<file path="config.mk">
export PLATFORM = sky130hd
export DESIGN_NAME = if_network_sched
export DESIGN_NICKNAME = d
export VERILOG_FILES = /design/src/rtl/if_network_sched.sv
export SDC_FILE = /design/constraint.sdc
export NUM_CORES = 1
export LEC_CHECK = 0
export BUFFER_PORTS_ARGS = -buffer_cell sky130_fd_sc_hd__buf_2
export CORE_MARGIN = 1.5
export CORE_UTILIZATION = 45
export CTS_BUF_LIST = sky130_fd_sc_hd__clkbuf_4 sky130_fd_sc_hd__clkbuf_8 sky130_fd_sc_hd__clkbuf_16
export CTS_CLUSTER_SIZE = 16
export DETAILED_ROUTE_END_ITERATION = 10
export PLACE_DENSITY = 0.76
export SETUP_SLACK_MARGIN = 0.3
export SLEW_MARGIN = 30
export SYNTH_ARGS = -nofsm -noshare
export SYNTH_HDL_FRONTEND = slang
export SYNTH_SLANG_ARGS = --single-unit
export TNS_END_PERCENT = 10
</file>
<file path="constraint.sdc">
create_clock -name clk -period 4.5 [get_ports clk]
set_input_delay 0.45 -clock clk [delete_from_list [all_inputs] [get_ports clk]]
set_output_delay 0.45 -clock clk [all_outputs]
set_load 0.02 [all_outputs]
</file>
<file path="src/rtl/if_network_sched.sv">
// if_network_sched: timestep scheduler that runs one spike pattern through an integrate-and-fire network and counts output spikes
// Build option: define IF_NETWORK_SCHED_WINNER_EN to add the winner/winner_valid outputs and their comparator.
// Ports:
//   clk, rst              clock; asynchronous active-low reset
//   start, sample_in      host request and spike pattern, accepted only in IDLE
//   abort                 cancel the sample in CLEAR/RUN/DRAIN and return to IDLE
//   busy, done            high outside IDLE; one-cycle pulse when spike_count is final
//   net_rst               active-high network reset (IDLE, CLEAR, DONE)
//   net_spike_in          latched pattern during RUN, zero otherwise
//   net_spike_out         output neuron spikes from the network
//   spike_count           saturating per-neuron counts, neuron k at [k*CNT_WIDTH +: CNT_WIDTH]
//   step_idx              RUN step 1..NUM_STEPS, 0 outside RUN
//   winner, winner_valid  (option) lowest index holding the largest count; that count is nonzero
module if_network_sched #(
  parameter int NUM_INPUTS   = 4,
  parameter int NUM_OUTPUTS  = 1,
  parameter int NUM_STEPS    = 16,
  parameter int CLEAR_CYCLES = 2,
  parameter int DRAIN_CYCLES = 3,
  parameter int CNT_WIDTH    = 8,
  localparam int SW = $clog2(NUM_STEPS + 1),
  localparam int WW = NUM_OUTPUTS > 1 ? $clog2(NUM_OUTPUTS) : 1
) (
  input  logic                             clk,
  input  logic                             rst,
  input  logic                             start,
  input  logic [NUM_INPUTS-1:0]            sample_in,
  input  logic                             abort,
  output logic                             busy,
  output logic                             done,
  output logic                             net_rst,
  output logic [NUM_INPUTS-1:0]            net_spike_in,
  input  logic [NUM_OUTPUTS-1:0]           net_spike_out,
  output logic [NUM_OUTPUTS*CNT_WIDTH-1:0] spike_count,
  output logic [SW-1:0]                    step_idx
`ifdef IF_NETWORK_SCHED_WINNER_EN
  ,
  output logic [WW-1:0]                    winner,
  output logic                             winner_valid
`endif
);
  localparam int MAXC = CLEAR_CYCLES > DRAIN_CYCLES ? CLEAR_CYCLES : DRAIN_CYCLES;
  localparam int PW = $clog2(MAXC + 1);
  typedef enum logic [2:0] {S_IDLE, S_CLEAR, S_RUN, S_DRAIN, S_DONE} state_t;
  state_t                           state_q, state_d;
  logic [PW-1:0]                    cnt_q, cnt_d;
  logic [SW-1:0]                    step_q, step_d;
  logic [NUM_INPUTS-1:0]            sample_q, sample_d, spike_in_q;
  logic [NUM_OUTPUTS*CNT_WIDTH-1:0] count_q, count_d;
  logic                             done_q;
  logic                             counting;
  assign busy         = state_q != S_IDLE;
  assign net_rst      = state_q == S_IDLE || state_q == S_CLEAR || state_q == S_DONE;
  assign counting     = state_q == S_RUN || state_q == S_DRAIN;
  assign done         = done_q;
  assign net_spike_in = spike_in_q;
  assign spike_count  = count_q;
  assign step_idx     = step_q;
  // cnt_q times CLEAR and DRAIN; step_q doubles as the RUN timer and is zero elsewhere
  always_comb begin
    state_d  = state_q;
    cnt_d    = '0;
    step_d   = '0;
    sample_d = sample_q;
    count_d  = count_q;
    for (int k = 0; k < NUM_OUTPUTS; k++)
      if (counting && net_spike_out[k] && count_q[k*CNT_WIDTH +: CNT_WIDTH] != '1)
        count_d[k*CNT_WIDTH +: CNT_WIDTH] = count_q[k*CNT_WIDTH +: CNT_WIDTH] + 1'b1;
    case (state_q)
      S_IDLE:
        if (start) begin
          state_d  = S_CLEAR;
          sample_d = sample_in;
          count_d  = '0;
        end
      S_CLEAR:
        if (cnt_q == PW'(CLEAR_CYCLES - 1)) begin
          state_d = S_RUN;
          step_d  = SW'(1);
        end else
          cnt_d = cnt_q + 1'b1;
      S_RUN:
        if (step_q == SW'(NUM_STEPS))
          state_d = DRAIN_CYCLES == 0 ? S_DONE : S_DRAIN;
        else
          step_d = step_q + 1'b1;
      S_DRAIN:
        if (cnt_q == PW'(DRAIN_CYCLES - 1))
          state_d = S_DONE;
        else
          cnt_d = cnt_q + 1'b1;
      default: state_d = S_IDLE;
    endcase
    // abort wins over sequencing but keeps this cycle's count update
    if (abort && (counting || state_q == S_CLEAR)) begin
      state_d = S_IDLE;
      cnt_d   = '0;
      step_d  = '0;
    end
  end
  always_ff @(posedge clk or negedge rst) begin
    if (!rst) begin
      state_q    <= S_IDLE;
      cnt_q      <= '0;
      step_q     <= '0;
      sample_q   <= '0;
      count_q    <= '0;
      done_q     <= 1'b0;
      spike_in_q <= '0;
    end else begin
      state_q    <= state_d;
      cnt_q      <= cnt_d;
      step_q     <= step_d;
      sample_q   <= sample_d;
      count_q    <= count_d;
      done_q     <= state_d == S_DONE;
      spike_in_q <= state_d == S_RUN ? sample_d : '0;
    end
  end
`ifdef IF_NETWORK_SCHED_WINNER_EN
  logic [WW-1:0]        win_d, winner_q;
  logic [CNT_WIDTH-1:0] best;
  logic                 winner_valid_q;
  // strict > keeps the lowest index on ties; evaluated on the final counts entering DONE
  always_comb begin
    win_d = '0;
    best  = count_d[CNT_WIDTH-1:0];
    for (int k = 1; k < NUM_OUTPUTS; k++)
      if (count_d[k*CNT_WIDTH +: CNT_WIDTH] > best) begin
        best  = count_d[k*CNT_WIDTH +: CNT_WIDTH];
        win_d = WW'(k);
      end
  end
  always_ff @(posedge clk or negedge rst) begin
    if (!rst) begin
      winner_q       <= '0;
      winner_valid_q <= 1'b0;
    end else if (state_q == S_IDLE && start) begin
      winner_q       <= '0;
      winner_valid_q <= 1'b0;
    end else if (state_d == S_DONE) begin
      winner_q       <= win_d;
      winner_valid_q <= best != '0;
    end
  end
  assign winner       = winner_q;
  assign winner_valid = winner_valid_q;
`endif
endmodule

</file>
After elaboration in Yosys (flattened, before gate mapping)
Cells that the tools add are included.
{"block": "classes", "n_addsub": 3, "eq_ne": 10, "n_mux": 20, "n_reduce_logical": 9}
{"cell": "$mux W8", "n": 3}
{"cell": "$mux W3", "n": 5}
{"cell": "$mux W4", "n": 3}
{"cell": "$pmux W3 S4", "n": 1}
{"cell": "$mux W5", "n": 2}
{"cell": "$pmux W5 S2", "n": 1}
{"cell": "$eq A3 B2 Y1 const B", "n": 3}
{"cell": "$add A8 B1 Y8 const B", "n": 1}
{"cell": "$ne A8 B8 Y1 const B", "n": 1}
{"cell": "$eq A3 B3 Y1 const B", "n": 2}
{"cell": "$mux W2", "n": 3}
{"cell": "$add A5 B1 Y5 const B", "n": 1}
{"cell": "$eq A5 B5 Y1 const B", "n": 1}
{"cell": "$logic_or A1 B1 Y1", "n": 4}
{"cell": "$pmux W2 S2", "n": 1}
{"cell": "$eq A3 B1 Y1 const B", "n": 1}
{"cell": "$logic_and A1 B1 Y1", "n": 3}
{"cell": "$logic_not A3 Y1", "n": 1}
{"cell": "$reduce_bool A3 Y1", "n": 1}
{"cell": "$add A2 B1 Y2 const B", "n": 1}
{"cell": "$eq A2 B1 Y1 const B", "n": 1}
{"cell": "$eq A2 B2 Y1 const B", "n": 1}
{"cell": "$mux W1", "n": 1}
{"block": "word_totals", "reg_bits": 27, "input_bits": 9, "output_inout_bits": 20, "elab_cells": 49}

Logic depth before layout (Yosys ltp)
{"block": "depth", "depth_word": 7, "mapped_depth": 6, "depth_no_buf": 6}

Worst setup path after synthesis
Ideal clock, no wire load.
{"block": "synth_timing", "path_kind": "reg2reg", "from": "register count_q[0], in the netlist spike_count[0]", "to": "register count_q[1], in the netlist spike_count[1]", "setup_time_ps": 137, "t_arrival_ps": 1502, "required_time_ps": 4363, "path_slack_ps": 2861, "path_stages_with_launch": 6, "n_path_buf": 0, "synth_period_minus_slack_ps": 1639, "path_cell_list": "dfrtp_1 -> ha_1 -> nand3_1 -> o2111ai_2 -> mux2i_1 -> nor2_1"}
{"block": "synth_via", "elab_chain_len": 5, "elab_cells_between_ends": 6, "classes_between": "add/sub: 1; eq/ne: 1; mux: 3; reduce/logical: 1"}
{"element": "start, declared", "line_no": "49", "source": "logic [NUM_OUTPUTS*CNT_WIDTH-1:0] count_q, count_d;"}
{"element": "start signal, assigned", "line_no": "115", "source": "count_q <= count_d;"}
{"element": "branches (longest 2 deep; another with $add A8 B1 Y8)"}
{"element": "$mux W8 (*)", "line_no": "67", "source": "if (counting && net_spike_out[k] && count_q[k*CNT_WIDTH +: CNT_WIDTH] != '1)"}
{"element": "$mux W8", "line_no": "71", "source": "if (start) begin"}
{"element": "$mux W8 (*)", "line_no": "69", "source": "case (state_q)"}
{"element": "via count_d[1]", "line_no": "49"}
Mark *: on every way through the listed nets, which the timed path passes.

Final worst setup path
{"block": "layout_timing", "from": "register state_q[1]", "to": "output busy"}
{"block": "layout_via", "elab_chain_len": 1}
{"element": "start, declared", "line_no": "45", "source": "state_t state_q, state_d;"}
{"element": "start signal, assigned", "line_no": "111", "source": "state_q <= state_d;"}
{"element": "$reduce_bool A3 Y1", "line_no": "52", "source": "assign busy = state_q != S_IDLE;"}
{"element": "end, declared", "line_no": "29", "source": "output logic busy,"}
No other way between the ends.

==> flow_metrics.env <==
export IMPL_status="finished clean"
export IMPL_min_path_type="in2async"
export IMPL_fp_coreArea_um2=2780
export IMPL_final_common_cell="buf_2"
export IMPL_synth_seq_cells=27
export IMPL_pre_cts_ws_ps=2770
export IMPL_drive_above_1_share_pct=23.0
export IMPL_synthCells=126
export IMPL_critPathTopFamily="flip-flops"
export IMPL_layout_common_cells="buf_2, dfrtp_1, nand2_1"
export IMPL_post_cts_buffers=0
export IMPL_worst_slew_pin_slew_ps=600
export IMPL_io_pins=29
export IMPL_start_util_pct=48.0
export IMPL_synth_top_flop_cell="dfrtp_1"
export IMPL_reg2reg_from="state_q[1]$_DFF_PN0_"
export IMPL_arrival_ps=1520
export IMPL_cts_buffers_inserted=3
export IMPL_synth_edff_count=0
export IMPL_fmax_ghz=0.507
export IMPL_whs_ps=118
export IMPL_avgSynthCellArea_um2=10.6
export IMPL_vdd_drop_max_uv=238
export IMPL_rr_endpoint="spike_count[7]$_DFF_PN0_"
export IMPL_vias=1006
export IMPL_reg2reg_depth=4
export IMPL_slew_headroom_pct=60.0
export IMPL_clockBufferDepth=2
export IMPL_fin_skew_ps=6.02
export IMPL_antenna_cells=0
export IMPL_power_density_nw_per_um2=391
export IMPL_period_minus_slack_ps=1970
export IMPL_final_antenna_net_count=0
export IMPL_dieHeight_um=57.5
export IMPL_dpl_cell_area_um2=1460
export IMPL_drt_iter0_markers=40
export IMPL_cts_tree="done"
export IMPL_nNetsFinal=165
export IMPL_postCtsHoldBufs=0
export IMPL_cts_root_buf="clkbuf_4"
export IMPL_dp_hpwl_um=1750
export IMPL_die_w_um=57.5
export IMPL_end_kind="output pin"
export IMPL_setup_viol=0
export IMPL_rows=19
export IMPL_die_area_um2=3300
export IMPL_place_congestion=0.805
export IMPL_rrSetupSlack_ps=2720
export IMPL_hold_violations=0
export IMPL_cp_slowest_stage_delay_ps=600
export IMPL_antenna_found_initial=0
export IMPL_slowest_stage="dfrtp_1"
export IMPL_first_pass_iters=4
export IMPL_ys_warn_count=0
export IMPL_crit_chain="or3_1, buf_2"
export IMPL_path_buf_inv=1
export IMPL_grt_first_pass_wirelength_um=4080
export IMPL_required_ps=4050
export IMPL_synthArstFlopShare_pct=100
export IMPL_grt_pass1_vias=956
export IMPL_grt_total_usage_pct=15.7
export IMPL_cts_sinks=27
export IMPL_drc=0
export IMPL_worst_setup_path_type="reg2out"
export IMPL_ys_types=35
export IMPL_finalWorstSetupSlack_ps=2530
export IMPL_clk_pin_slew_ps=140
export IMPL_overflow=0
export IMPL_clkLatencyLatePin_ps=320
export IMPL_p_leak_nw=0.747
export IMPL_wl_per_cell_um=13.0
export IMPL_syn_area_um2=1340
export IMPL_synth_seq_area_share_pct=50.6
export IMPL_fin_crit_sh_pct=43.8
export IMPL_wl_um=2380
export IMPL_postLayoutCellArea_um2=1490
export IMPL_grt_max_degree=28
export IMPL_drv_slew=0
export IMPL_placed_cells=179
export IMPL_cap_viol_max_count=0
export IMPL_worst_setup_path_start_kind="flop"
export IMPL_io_buffers=28
export IMPL_instances_no_fill=183
export IMPL_rsz0062_at_grt="false"
export IMPL_ctsHtreeMaxLevel=1
export IMPL_area_growth_pct=11.7
export IMPL_syn_num_nets=138
export IMPL_vias_per_cell=5.50
export IMPL_cts_resized=0
export IMPL_cp_max_fo=18
export IMPL_tns_ps=0
## logic make-up after synthesis
family | Yosys count | synth area share, %
muxes | 2 | 1.50
AOI/OAI and AO/OA | 20 | 10.5
xor gates and xnor gates | 5 | 3.28
and+or+nand+nor | 57 | 25.9
buffers and inverters | 12 | 5.44
adders and majority gates | 3 | 2.81
DFF | 27 | 50.6
## state kept, by name, summed over array words and instances, names as in the netlist
signal        flops
cnt_q             2
done              1
net_spike_in      4
sample_q          4
spike_count       8
step_idx          5
state_q           3
## area by class of cell
class                      instances  area [µm²]
fill                             255        1290
sequential                        27         676
multi-input combinational         87         587
timing repair buffer              28         140
tap                               31        38.8
clock buffer                       3        22.5
inverter                           6        22.5
clock inverter                     1        5.00
## metal layers
metal / track usage, % / up-vias / wire [µm]
li1: - / 502 / -
met1: 22.5 / 484 / 1130
met2: 23.7 / 18 / 1140
met3: 2.49 / 2 / 96
met4: 6.31 / 0 / 16
met5: 0 / - / 0
## stage by stage
step                power, mW  util, %
finish                  0.584     53.6
detailed placement      0.488     52.6
floorplan               0.454        -
global route            0.628     53.6
CTS                     0.592     53.6
global placement        0.483     52.6
## power by group
group	internal (mW)	switching [mW]	leakage (nW)
combinational	0.0687	0.0945	0.362
clock	0.0332	0.0680	0.0177
sequential	0.276	0.0435	0.367
## Yosys cell counts, types with 2 or more instances
master / count / share of area, %
a21oi_1: 3 / 1.1
a31oi_1: 2 / 0.94
and3_1: 4 / 1.9
and4b_1: 4 / 3.0
buf_6: 3 / 2.5
dfrtp_1: 27 / 51
ha_1: 3 / 2.8
inv_1: 6 / 1.7
mux2i_1: 2 / 1.5
nand2_1: 15 / 4.2
nand2b_1: 2 / 0.94
nand3_1: 4 / 1.5
nor2_1: 10 / 2.8
nor3b_1: 9 / 5.1
o211ai_1: 3 / 1.7
o21ai_0: 4 / 1.5
o31ai_1: 3 / 1.7
or3_1: 2 / 0.94
xnor2_1: 2 / 1.3
xor2_1: 3 / 2.0
## how the worst max path moves through the flow
stage	startpoint	end	slack, ps	cells after the start
4_1_cts	state_q[1]$_DFF_PN0_	busy	2510	2
3_5_place_dp	state_q[1]$_DFF_PN0_	spike_count[7]$_DFF_PN0_	2770	4
3_3_place_gp	state_q[1]$_DFF_PN0_	spike_count[7]$_DFF_PN0_	2820	4
2_1_floorplan	spike_count[0]$_DFF_PN0_	spike_count[1]$_DFF_PN0_	2860	5
5_1_grt	state_q[1]$_DFF_PN0_	busy	2450	2
6_report	state_q[1]$_DFF_PN0_	busy	2530	2
## worst reg2reg max path: stages (launching register included)
cell       delay [ps]
dfrtp_1           710
and4b_1           330
o2111ai_1         180
or3_1             340
a21oi_1           140
No activity file was read; power rests on OpenSTA's default activity.
